[src/rtl/phase_sequencer_pkg.sv]
// Shared state encoding for the LEGv8 phase sequencer.
// The state register, the next-state logic and any debug probes all use this one enum.
package legv8_seq_pkg;

  localparam int STATE_W = 3;

  typedef enum logic [STATE_W-1:0] {
    HOLD      = 3'd0,
    FETCH     = 3'd1,
    DECODE    = 3'd2,
    MEMORY    = 3'd3,
    MEM_WAIT  = 3'd4,
    WRITEBACK = 3'd5,
    HALTED    = 3'd6
  } seq_state_t;

  // A cycle is active when the sequencer is running an instruction.
  function automatic logic is_active(seq_state_t s);
    return (s == FETCH) || (s == DECODE) || (s == MEMORY) ||
           (s == MEM_WAIT) || (s == WRITEBACK);
  endfunction

endpackage

[src/rtl/phase_sequencer_if.sv]
// Groups the sequencer's datapath-facing signals.
// The sequencer takes the master modport. The datapath and the memory take the slave modport.
interface phase_sequencer_if #(
  parameter int CNT_WIDTH = 32
);

  logic                 mem_access;
  logic                 mem_ready;
  logic                 halt_req;
  logic                 core_reset;
  logic                 fetch_en;
  logic                 read_en;
  logic                 mem_en;
  logic                 write_en;
  logic                 pc_update_en;
  logic                 halted;
  logic                 timeout;
  logic [CNT_WIDTH-1:0] retired_count;
  logic [CNT_WIDTH-1:0] cycle_count;

  modport master (
    input  mem_access, mem_ready, halt_req,
    output core_reset, fetch_en, read_en, mem_en, write_en, pc_update_en,
           halted, timeout, retired_count, cycle_count
  );

  modport slave (
    output mem_access, mem_ready, halt_req,
    input  core_reset, fetch_en, read_en, mem_en, write_en, pc_update_en,
           halted, timeout, retired_count, cycle_count
  );

endinterface

[src/rtl/phase_sequencer_sat_counter.sv]
// Up-counter that has an enable and a synchronous clear.
// It saturates at all-ones instead of wrapping.
module sat_counter #(
  parameter int WIDTH = 32
) (
  input  logic             clk,
  input  logic             clear,
  input  logic             en,
  output logic [WIDTH-1:0] count
);

  logic [WIDTH-1:0] count_reg;

  always_ff @(posedge clk) begin
    if (clear) begin
      count_reg <= '0;
    end else if (en && !(&count_reg)) begin
      count_reg <= count_reg + 1'b1;
    end
  end

  assign count = count_reg;

endmodule

[src/rtl/phase_sequencer.sv]
// Single-clock phase sequencer for the non-pipelined LEGv8 datapath. It generates one-hot enables
// for fetch, decode, memory and writeback. It also handles the post-reset hold, memory stalls with timeout and halting.
module phase_sequencer
  import legv8_seq_pkg::*;
#(
  parameter int RESET_HOLD_CYCLES = 6,
  parameter int MEM_WAIT_MAX      = 16,
  parameter int INSTR_LIMIT       = 500,
  parameter int CNT_WIDTH         = 32
) (
  input  logic               clk,
  input  logic               reset,
  phase_sequencer_if.master  seq
);

  localparam int HOLD_W = (RESET_HOLD_CYCLES > 0) ? $clog2(RESET_HOLD_CYCLES + 1) : 1;
  localparam int WAIT_W = $clog2(MEM_WAIT_MAX + 1);

  seq_state_t        state_reg, state_next;
  logic [HOLD_W-1:0] hold_cnt_reg, hold_cnt_next;
  logic [WAIT_W-1:0] wait_cnt_reg, wait_cnt_next;
  logic [WAIT_W-1:0] wait_inc;
  logic              halt_pending_reg, halt_pending_next;
  logic              timeout_reg, timeout_next;

  logic [CNT_WIDTH-1:0] retired_count;
  logic [CNT_WIDTH-1:0] cycle_count;
  logic [CNT_WIDTH-1:0] retired_inc;
  logic                 limit_hit;

  logic [CNT_WIDTH-1:0] cnt_value [2];
  logic                 cnt_en    [2];

  always_ff @(posedge clk) begin
    if (reset) begin
      state_reg        <= HOLD;
      hold_cnt_reg     <= HOLD_W'(RESET_HOLD_CYCLES);
      wait_cnt_reg     <= '0;
      halt_pending_reg <= 1'b0;
      timeout_reg      <= 1'b0;
    end else begin
      state_reg        <= state_next;
      hold_cnt_reg     <= hold_cnt_next;
      wait_cnt_reg     <= wait_cnt_next;
      halt_pending_reg <= halt_pending_next;
      timeout_reg      <= timeout_next;
    end
  end

  // The limit compares against the count this retirement produces, so the sequencer halts right after instruction INSTR_LIMIT.
  assign retired_inc = (&retired_count) ? retired_count : retired_count + 1'b1;
  assign limit_hit   = (INSTR_LIMIT != 0) && (retired_inc == CNT_WIDTH'(INSTR_LIMIT));
  assign wait_inc    = wait_cnt_reg + 1'b1;

  always_comb begin
    state_next        = state_reg;
    hold_cnt_next     = hold_cnt_reg;
    wait_cnt_next     = wait_cnt_reg;
    halt_pending_next = halt_pending_reg;
    timeout_next      = timeout_reg;

    if (is_active(state_reg)) begin
      halt_pending_next = halt_pending_reg | seq.halt_req;
    end

    case (state_reg)
      HOLD: begin
        if (hold_cnt_reg == '0) begin
          state_next = FETCH;
        end else begin
          hold_cnt_next = hold_cnt_reg - 1'b1;
        end
      end
      FETCH:  state_next = DECODE;
      DECODE: state_next = MEMORY;
      MEMORY: begin
        if (seq.mem_access && !seq.mem_ready) begin
          state_next    = MEM_WAIT;
          wait_cnt_next = '0;
        end else begin
          state_next = WRITEBACK;
        end
      end
      MEM_WAIT: begin
        // If ready arrives in the same cycle the counter reaches the limit, ready wins and the instruction retires.
        if (seq.mem_ready) begin
          state_next = WRITEBACK;
        end else if (wait_inc == WAIT_W'(MEM_WAIT_MAX)) begin
          state_next   = HALTED;
          timeout_next = 1'b1;
        end else begin
          wait_cnt_next = wait_inc;
        end
      end
      WRITEBACK: begin
        if (halt_pending_reg || seq.halt_req || limit_hit) begin
          state_next = HALTED;
        end else begin
          state_next = FETCH;
        end
      end
      HALTED:  state_next = HALTED;
      default: state_next = HOLD;
    endcase
  end

  assign cnt_en[0] = (state_reg == WRITEBACK);
  assign cnt_en[1] = is_active(state_reg);

  generate
    for (genvar gi = 0; gi < 2; gi++) begin : g_counters
      sat_counter #(
        .WIDTH (CNT_WIDTH)
      ) u_cnt (
        .clk   (clk),
        .clear (reset),
        .en    (cnt_en[gi]),
        .count (cnt_value[gi])
      );
    end
  endgenerate

  assign retired_count = cnt_value[0];
  assign cycle_count   = cnt_value[1];

  assign seq.core_reset    = (state_reg == HOLD);
  assign seq.fetch_en      = (state_reg == FETCH);
  assign seq.read_en       = (state_reg == DECODE);
  assign seq.mem_en        = (state_reg == MEMORY) || (state_reg == MEM_WAIT);
  assign seq.write_en      = (state_reg == WRITEBACK);
  assign seq.pc_update_en  = (state_reg == WRITEBACK);
  assign seq.halted        = (state_reg == HALTED);
  assign seq.timeout       = timeout_reg;
  assign seq.retired_count = retired_count;
  assign seq.cycle_count   = cycle_count;

endmodule

[src/flat_wrapper.sv]
// flat-port wrapper written by rule: the top's interface ports become plain ports
module phase_sequencer_flat import legv8_seq_pkg::*;
#(
  parameter int RESET_HOLD_CYCLES = 6,
  parameter int MEM_WAIT_MAX      = 16,
  parameter int INSTR_LIMIT       = 500,
  parameter int CNT_WIDTH         = 32
)
  (clk, reset, seq_mem_access, seq_mem_ready, seq_halt_req, seq_core_reset, seq_fetch_en, seq_read_en, seq_mem_en, seq_write_en, seq_pc_update_en, seq_halted, seq_timeout, seq_retired_count, seq_cycle_count);
  phase_sequencer_if #(.CNT_WIDTH(CNT_WIDTH)) seq_i ();
  input  logic clk;
  input  logic reset;
  input wire logic [$bits(seq_i.mem_access)-1:0] seq_mem_access;
  input wire logic [$bits(seq_i.mem_ready)-1:0] seq_mem_ready;
  input wire logic [$bits(seq_i.halt_req)-1:0] seq_halt_req;
  output wire logic [$bits(seq_i.core_reset)-1:0] seq_core_reset;
  output wire logic [$bits(seq_i.fetch_en)-1:0] seq_fetch_en;
  output wire logic [$bits(seq_i.read_en)-1:0] seq_read_en;
  output wire logic [$bits(seq_i.mem_en)-1:0] seq_mem_en;
  output wire logic [$bits(seq_i.write_en)-1:0] seq_write_en;
  output wire logic [$bits(seq_i.pc_update_en)-1:0] seq_pc_update_en;
  output wire logic [$bits(seq_i.halted)-1:0] seq_halted;
  output wire logic [$bits(seq_i.timeout)-1:0] seq_timeout;
  output wire logic [$bits(seq_i.retired_count)-1:0] seq_retired_count;
  output wire logic [$bits(seq_i.cycle_count)-1:0] seq_cycle_count;
  assign seq_i.mem_access = seq_mem_access;
  assign seq_i.mem_ready = seq_mem_ready;
  assign seq_i.halt_req = seq_halt_req;
  assign seq_core_reset = seq_i.core_reset;
  assign seq_fetch_en = seq_i.fetch_en;
  assign seq_read_en = seq_i.read_en;
  assign seq_mem_en = seq_i.mem_en;
  assign seq_write_en = seq_i.write_en;
  assign seq_pc_update_en = seq_i.pc_update_en;
  assign seq_halted = seq_i.halted;
  assign seq_timeout = seq_i.timeout;
  assign seq_retired_count = seq_i.retired_count;
  assign seq_cycle_count = seq_i.cycle_count;
  phase_sequencer #(.RESET_HOLD_CYCLES(RESET_HOLD_CYCLES), .MEM_WAIT_MAX(MEM_WAIT_MAX), .INSTR_LIMIT(INSTR_LIMIT), .CNT_WIDTH(CNT_WIDTH)) u_core (.clk(clk), .reset(reset), .seq(seq_i));
endmodule
[config.mk]
export PLATFORM = sky130hd
export DESIGN_NAME = phase_sequencer_flat
export DESIGN_NICKNAME = d
export VERILOG_FILES = /design/src/rtl/phase_sequencer_pkg.sv /design/src/rtl/phase_sequencer_if.sv /design/src/rtl/phase_sequencer_sat_counter.sv /design/src/rtl/phase_sequencer.sv /design/src/flat_wrapper.sv
export SDC_FILE = /design/constraint.sdc
export NUM_CORES = 1
export LEC_CHECK = 0
export CAP_MARGIN = 20
export CORE_MARGIN = 2
export CORE_UTILIZATION = 57
export CTS_CLUSTER_DIAMETER = 80
export DETAILED_ROUTE_END_ITERATION = 6
export GPL_ROUTABILITY_DRIVEN = 0
export HOLD_SLACK_MARGIN = 0.02
export PLACE_DENSITY = 0.94
export SETUP_SLACK_MARGIN = 0.3
export SYNTH_ARGS = -nofsm -noshare
export SYNTH_HDL_FRONTEND = slang
export SYNTH_SLANG_ARGS = --single-unit
export TNS_END_PERCENT = 100
[constraint.sdc]
create_clock -name clk -period 4.05 [get_ports clk]
set_input_delay 0.6075 -clock clk [delete_from_list [all_inputs] [get_ports clk]]
set_output_delay 0.6075 -clock clk [all_outputs]
set_load 0.03 [all_outputs]
* After elaboration in Yosys (flattened, before gate mapping) *
Cells that the tools add are included.

storage, ports and cells
  bits in registers = 77
  latch bits = 0
  memory bits (writable) = 0
  ROM bits = 0
  input bits = 5
  output and inout bits = 72
  word-level logic and storage cells = 60
  memories kept = 0

cells by class
  add/sub/neg operators = 4
  multipliers = 0
  divide/modulo/power cells = 0
  magnitude comparators = 0
  eq/ne operators = 13
  shifts and indexed selects = 0
  mux-type cells = 11
  bitwise logic cells = 3
  reductions and logical operators = 22

operator list
  operator               count
  $add 32x1->32 const B  2
  $reduce_and 32->1      2
  $eq 32x9->1 const B    1
  $mux 32                1
  $pmux 3 s7             1
  $mux 5                 3
  $mux 3                 4
  $pmux 5 s2             1
  $eq 3x3->1 const B     3
  $logic_or 1x1->1       7
  $eq 3x2->1 const B     2
  $logic_not 3->1        2
  $ne 2x2->1 const B     3
  $add 5x1->5 const B    1
  $eq 5x5->1 const B     1
  $reduce_and 2->1       2
  $reduce_and 4->1       1
  $eq 3x1->1 const B     1
  $logic_and 1x1->1      3
  $logic_not 1->1        3
  $ne 3x3->1 const B     1
  $reduce_and 3->1       1
  $sub 3x1->3 const B    1
  $ne 2x1->1 const B     1
  other kinds (4)        5

* Depth between registers and ports, before layout *
  depth in word-level cells = 6
  gate-level depth with buffers = 10
  gate-level depth less buffers = 8

* Hierarchy *
Synthesis repeated with hierarchy kept, for this count alone.

second synthesis, totals
  cells, all modules = 608
  area total of the unflattened synthesis = 5006.1 sq um

by module, submodules not included
  module           times used  cells each  area an instance (sq um)  seq. area each (sq um)
  sat_counter      2           191         1721.7                    640.6
  phase_sequencer  1           226         1562.7                    260.2

* Worst setup path before layout *
No wires, ideal clock.

  path type = flip-flop to flip-flop
  start = register u_core.g_counters[0].u_cnt.count_reg[0]
  end = register u_core.state_reg[0]
  library setup time = 117 ps
  arrival = 2924 ps
  required time = 3933 ps
  path slack = 1009 ps
  cell stages (with the launch flop) = 10
  buffers on the path = 1
  clock period less this slack = 3041 ps
  cells stage by stage = dfxtp_1 ha_1 nand3_2 or4_1 buf_2 xnor2_1 or4_1 nor4_1 a31oi_1 a22o_1

on the way
  cells in the longest elaborated chain, start to end = 6
  elaborated cells between the ends (all ways) = 7
  those cells by class = add/sub (1); eq/ne (1); mux (3); reduce/logical (2)

ends and longest elaborated chain
  element                                             line                               text
  start: declaration                                  phase_sequencer_sat_counter.sv:12  logic [WIDTH-1:0] count_reg;
  start signal: assignment                            phase_sequencer_sat_counter.sv:18  count_reg <= count_reg + 1'b1;
  $add 32x1->32 or $reduce_and 32->1 (tied branches)  phase_sequencer.sv:51              assign retired_inc = (&retired_count) ? retired_count : retired_count + 1'b1;
  $mux 32 *                                           phase_sequencer.sv:51
  $eq 32x9->1 *                                       phase_sequencer.sv:52              assign limit_hit = (INSTR_LIMIT != 0) && (retired_inc == CNT_WIDTH'(INSTR_LIMIT));
  $logic_or 1x1->1 *                                  phase_sequencer.sv:96              if (halt_pending_reg || seq.halt_req || limit_hit) begin
  $mux 3 *                                            phase_sequencer.sv:96
  $pmux 3 s7 *                                        phase_sequencer.sv:66              case (state_reg)
  end signal: assignment                              phase_sequencer.sv:42              state_reg <= state_next;
  end: declaration                                    phase_sequencer.sv:19              seq_state_t state_reg, state_next;

Mark *: on every way between the ends. The rest lies on a longest branch, timed or not.
A chain may end at the register's enable or synchronous reset.

* Worst setup path in the final report *
Same ends and word-level chain as after synthesis.

==> flow_summary.ini <==
[sta]
setup-tns-final_ps = 0
period_minus_slack_ps = 3210
relSlewSlack_pct = 36.2
finalClockSkew_ps = 11.2
clock.fmax_mhz = 312
worst_pin_slew_ps = 954
slew_violations = 0
rsz0062_at_grt = false
setup_viol = 0
fin_crit_sh_pct = 79.2
hold_viol_final = 0

[critical_path]
reg2regPathDepth = 8
path_class = register to register
cpPeakStageDelay_ps = 790
worstPathArrival_ps = 3460
rr_endpoint = u_core.state_reg[0]
crit_fanout = 8
critPathSlowestCell = or4_1
rr_startpoint = u_core.g_counters[0].u_cnt.count[0]
crit_path_frequent_cell = or4_1
crit_path_end_kind = register
crit_required_ps = 4300
cp-start-kind = register
crit_chain = ha_1, nand3_2, or4_1, xnor2_1, or4_1, nor4_1, a31oi_1, a22o_1
r2r_setup_slack_ps = 840

[power_and_ir_drop]
power_density_mw_per_mm2 = 285
ir_drop_v = 0.000219
power.leakage_nw = 1.72

[clock_network]
numCtsBuffers = 9
cts_sinks = 77
cts_setup_buffers = 0
htreeDepth = 3
insertion_delay_ps = 360
root_buffer = clkbuf_8
cts.reportedPaths.clkPinSlew_ps = 90
cts_tree = built
cts_resized = 0
clk_path_buf_depth = 2
postCtsHoldBufs = 0

[status]
status = finished clean

[floorplan]
core_area_mm2 = 0.00721
initial_utilization_pct = 58.9
rows = 31
die_w_um = 90.3
die_area_mm2 = 0.00816
io_pins = 77
die_y_um = 90.3

[min_path]
hold_depth = 2
min_path_type = register to register
min_from = u_core.halt_pending_reg
worstHoldEndpoint = u_core.halt_pending_reg

[flow_run]
drv_cap = 0

[logic_synthesis]
synth.distinct_cells = 53
synth_edf_count = 0
ys_ff_latch = 77
syn-num-nets = 544
seq_area_frac_synth_pct = 36.3
yosys.area.top_type_share_pct = 36.3
synth.area.top_cells = dfxtp_1 (36%), xnor2_1 (7.8%), nor2_1 (6.9%)
synthCells = 533
ys_warn_count = 0
syn_area_mm2 = 0.00425
syn_avg_cell_area_um2 = 7.97
synth_area_leader_cell = dfxtp_1
synth-main-ff-cell = dfxtp_1
synthArstFlopShare_pct = 0

[layout]
final_layout_size_suffix_gt1_share_pct = 6.20
synthToLayoutAreaGrowth_pct = 22.9
fin_area_mm2 = 0.00522
diodes = 0
largest_register_ffs = 64
nNetsFinal = 603

[route]
dr.first_iter.drc_count = 303
routed_wl_um = 10800
drc = 0
ant_nets = 0
drt-pass1-iter-count = 5
vias = 4150
detail_route.wl_per_cell_um = 15.5
viasPerCell = 5.96

[placed_design]
post_dp_cell_area_mm2 = 0.00501
io_buffers = 76
dpl.hpwl_um = 7770

[grt]
grt-ovfl-total = 0
grt_max_degree = 39
antenna_found_initial = 0
grt_usage_pct = 26.3
grt_pass1_vias = 3992
grt_pass1_wl_um = 18000
-- cell type report --
| class | instances | area [µm²] |
|---|---|---|
| multi-input cells | 410 | 2520 |
| fillers | 560 | 1990 |
| flip-flops and latches | 77 | 1540 |
| repair buffers | 77 | 763 |
| clock buffers | 11 | 151 |
| well taps | 99 | 124 |
| inverters | 17 | 63.8 |
| clock inverters | 5 | 58.8 |
-- power by group --
group | internal, W | switching, W | leakage, nW | total, W
clock | 0.000318 | 0.000289 | 0.102 | 0.000607
combinational | 0.0000389 | 0.0000599 | 1.00 | 0.0000988
sequential | 0.000771 | 0.0000116 | 0.621 | 0.000783
total | 0.00113 | 0.000360 | 1.72 | 0.00149
-- worst max-delay path by stage --
stage / to / from / slack (ps)
2_1_floorplan: u_core.state_reg[0] / u_core.g_counters[0].u_cnt.count[0] / 1010
3_3_place_gp: u_core.state_reg[0] / u_core.g_counters[0].u_cnt.count[0] / 1030
3_5_place_dp: u_core.state_reg[0] / u_core.g_counters[0].u_cnt.count[0] / 890
4_1_cts: u_core.state_reg[0] / u_core.g_counters[0].u_cnt.count[0] / 900
5_1_grt: u_core.state_reg[0] / u_core.g_counters[0].u_cnt.count[0] / 650
6_report: u_core.state_reg[0] / u_core.g_counters[0].u_cnt.count[0] / 840
-- metal layers --
metal | routed length, µm | part of all wire [%] | track usage, % | vias up
met4 | 226 | 2.1 | 10.1 | 0
li1 | - | - | - | 1995
met5 | 0 | 0 | 0 | -
met3 | 797 | 7.4 | 6.51 | 28
met1 | 4410 | 41 | 31.0 | 1959
met2 | 5350 | 50 | 46.0 | 168
-- worst max-delay path, delay by kind of cell, from the launching register on --
kind,cells,cell delay [ps]
adders and majority gates,1,290
and+or+nand+nor,4,1740
AOI/OAI and AO/OA,2,400
DFF,1,470
xor gates and xnor gates,1,200
-- synthesized netlist by cell type (9+ instances only) --
library cell,instances
xor2_1,27
a21oi_1,25
nand3_1,23
inv_1,17
or3_1,15
xnor2_1,38
nand2_1,45
nor3_1,28
clkbuf_1,18
nor4_1,10
o21ai_0,14
buf_2,9
nor2_1,78
nand4_1,17
dfxtp_1,77
-- through the flow --
step                      hold slack [ps]  utilization (%)  worst slack (ps)  power, W  std cells
final                                 474             72.4               844   0.00149        696
after CTS                             476             72.4               895   0.00150        696
after detailed placement              456             69.4               892  0.000899        680
after floorplan                       429                -              1010  0.000868        533
after global routing                  501             72.4               652   0.00154        696
after global placement                441             69.4              1030  0.000891        680
-- logic make-up (layout without fill, tap and decap cells) --
family	after synthesis	count (layout)	share of synthesized area, %
buffers and inverters	46	110	4.42
and+or+nand+nor	265	265	32.4
muxes	2	2	0.501
DFF	77	77	36.3
AOI/OAI and AO/OA	72	72	11.3
adders and majority gates	6	6	1.77
xor gates and xnor gates	65	65	13.4
-- cell usage in the layout, fill, tap and decap left out, drive strengths merged, types with 15 or more instances in the layout --
master,netlist,routed
a21oi,25,25
clkdlybuf4s50,0,75
dfxtp,77,77
inv,17,17
nand2,45,45
nand3,25,25
nand4,19,19
nor2,79,79
nor3,28,28
o21ai,15,15
or3,15,15
xnor2,38,38
xor2,27,27
(Power assumes the default switching activity.)
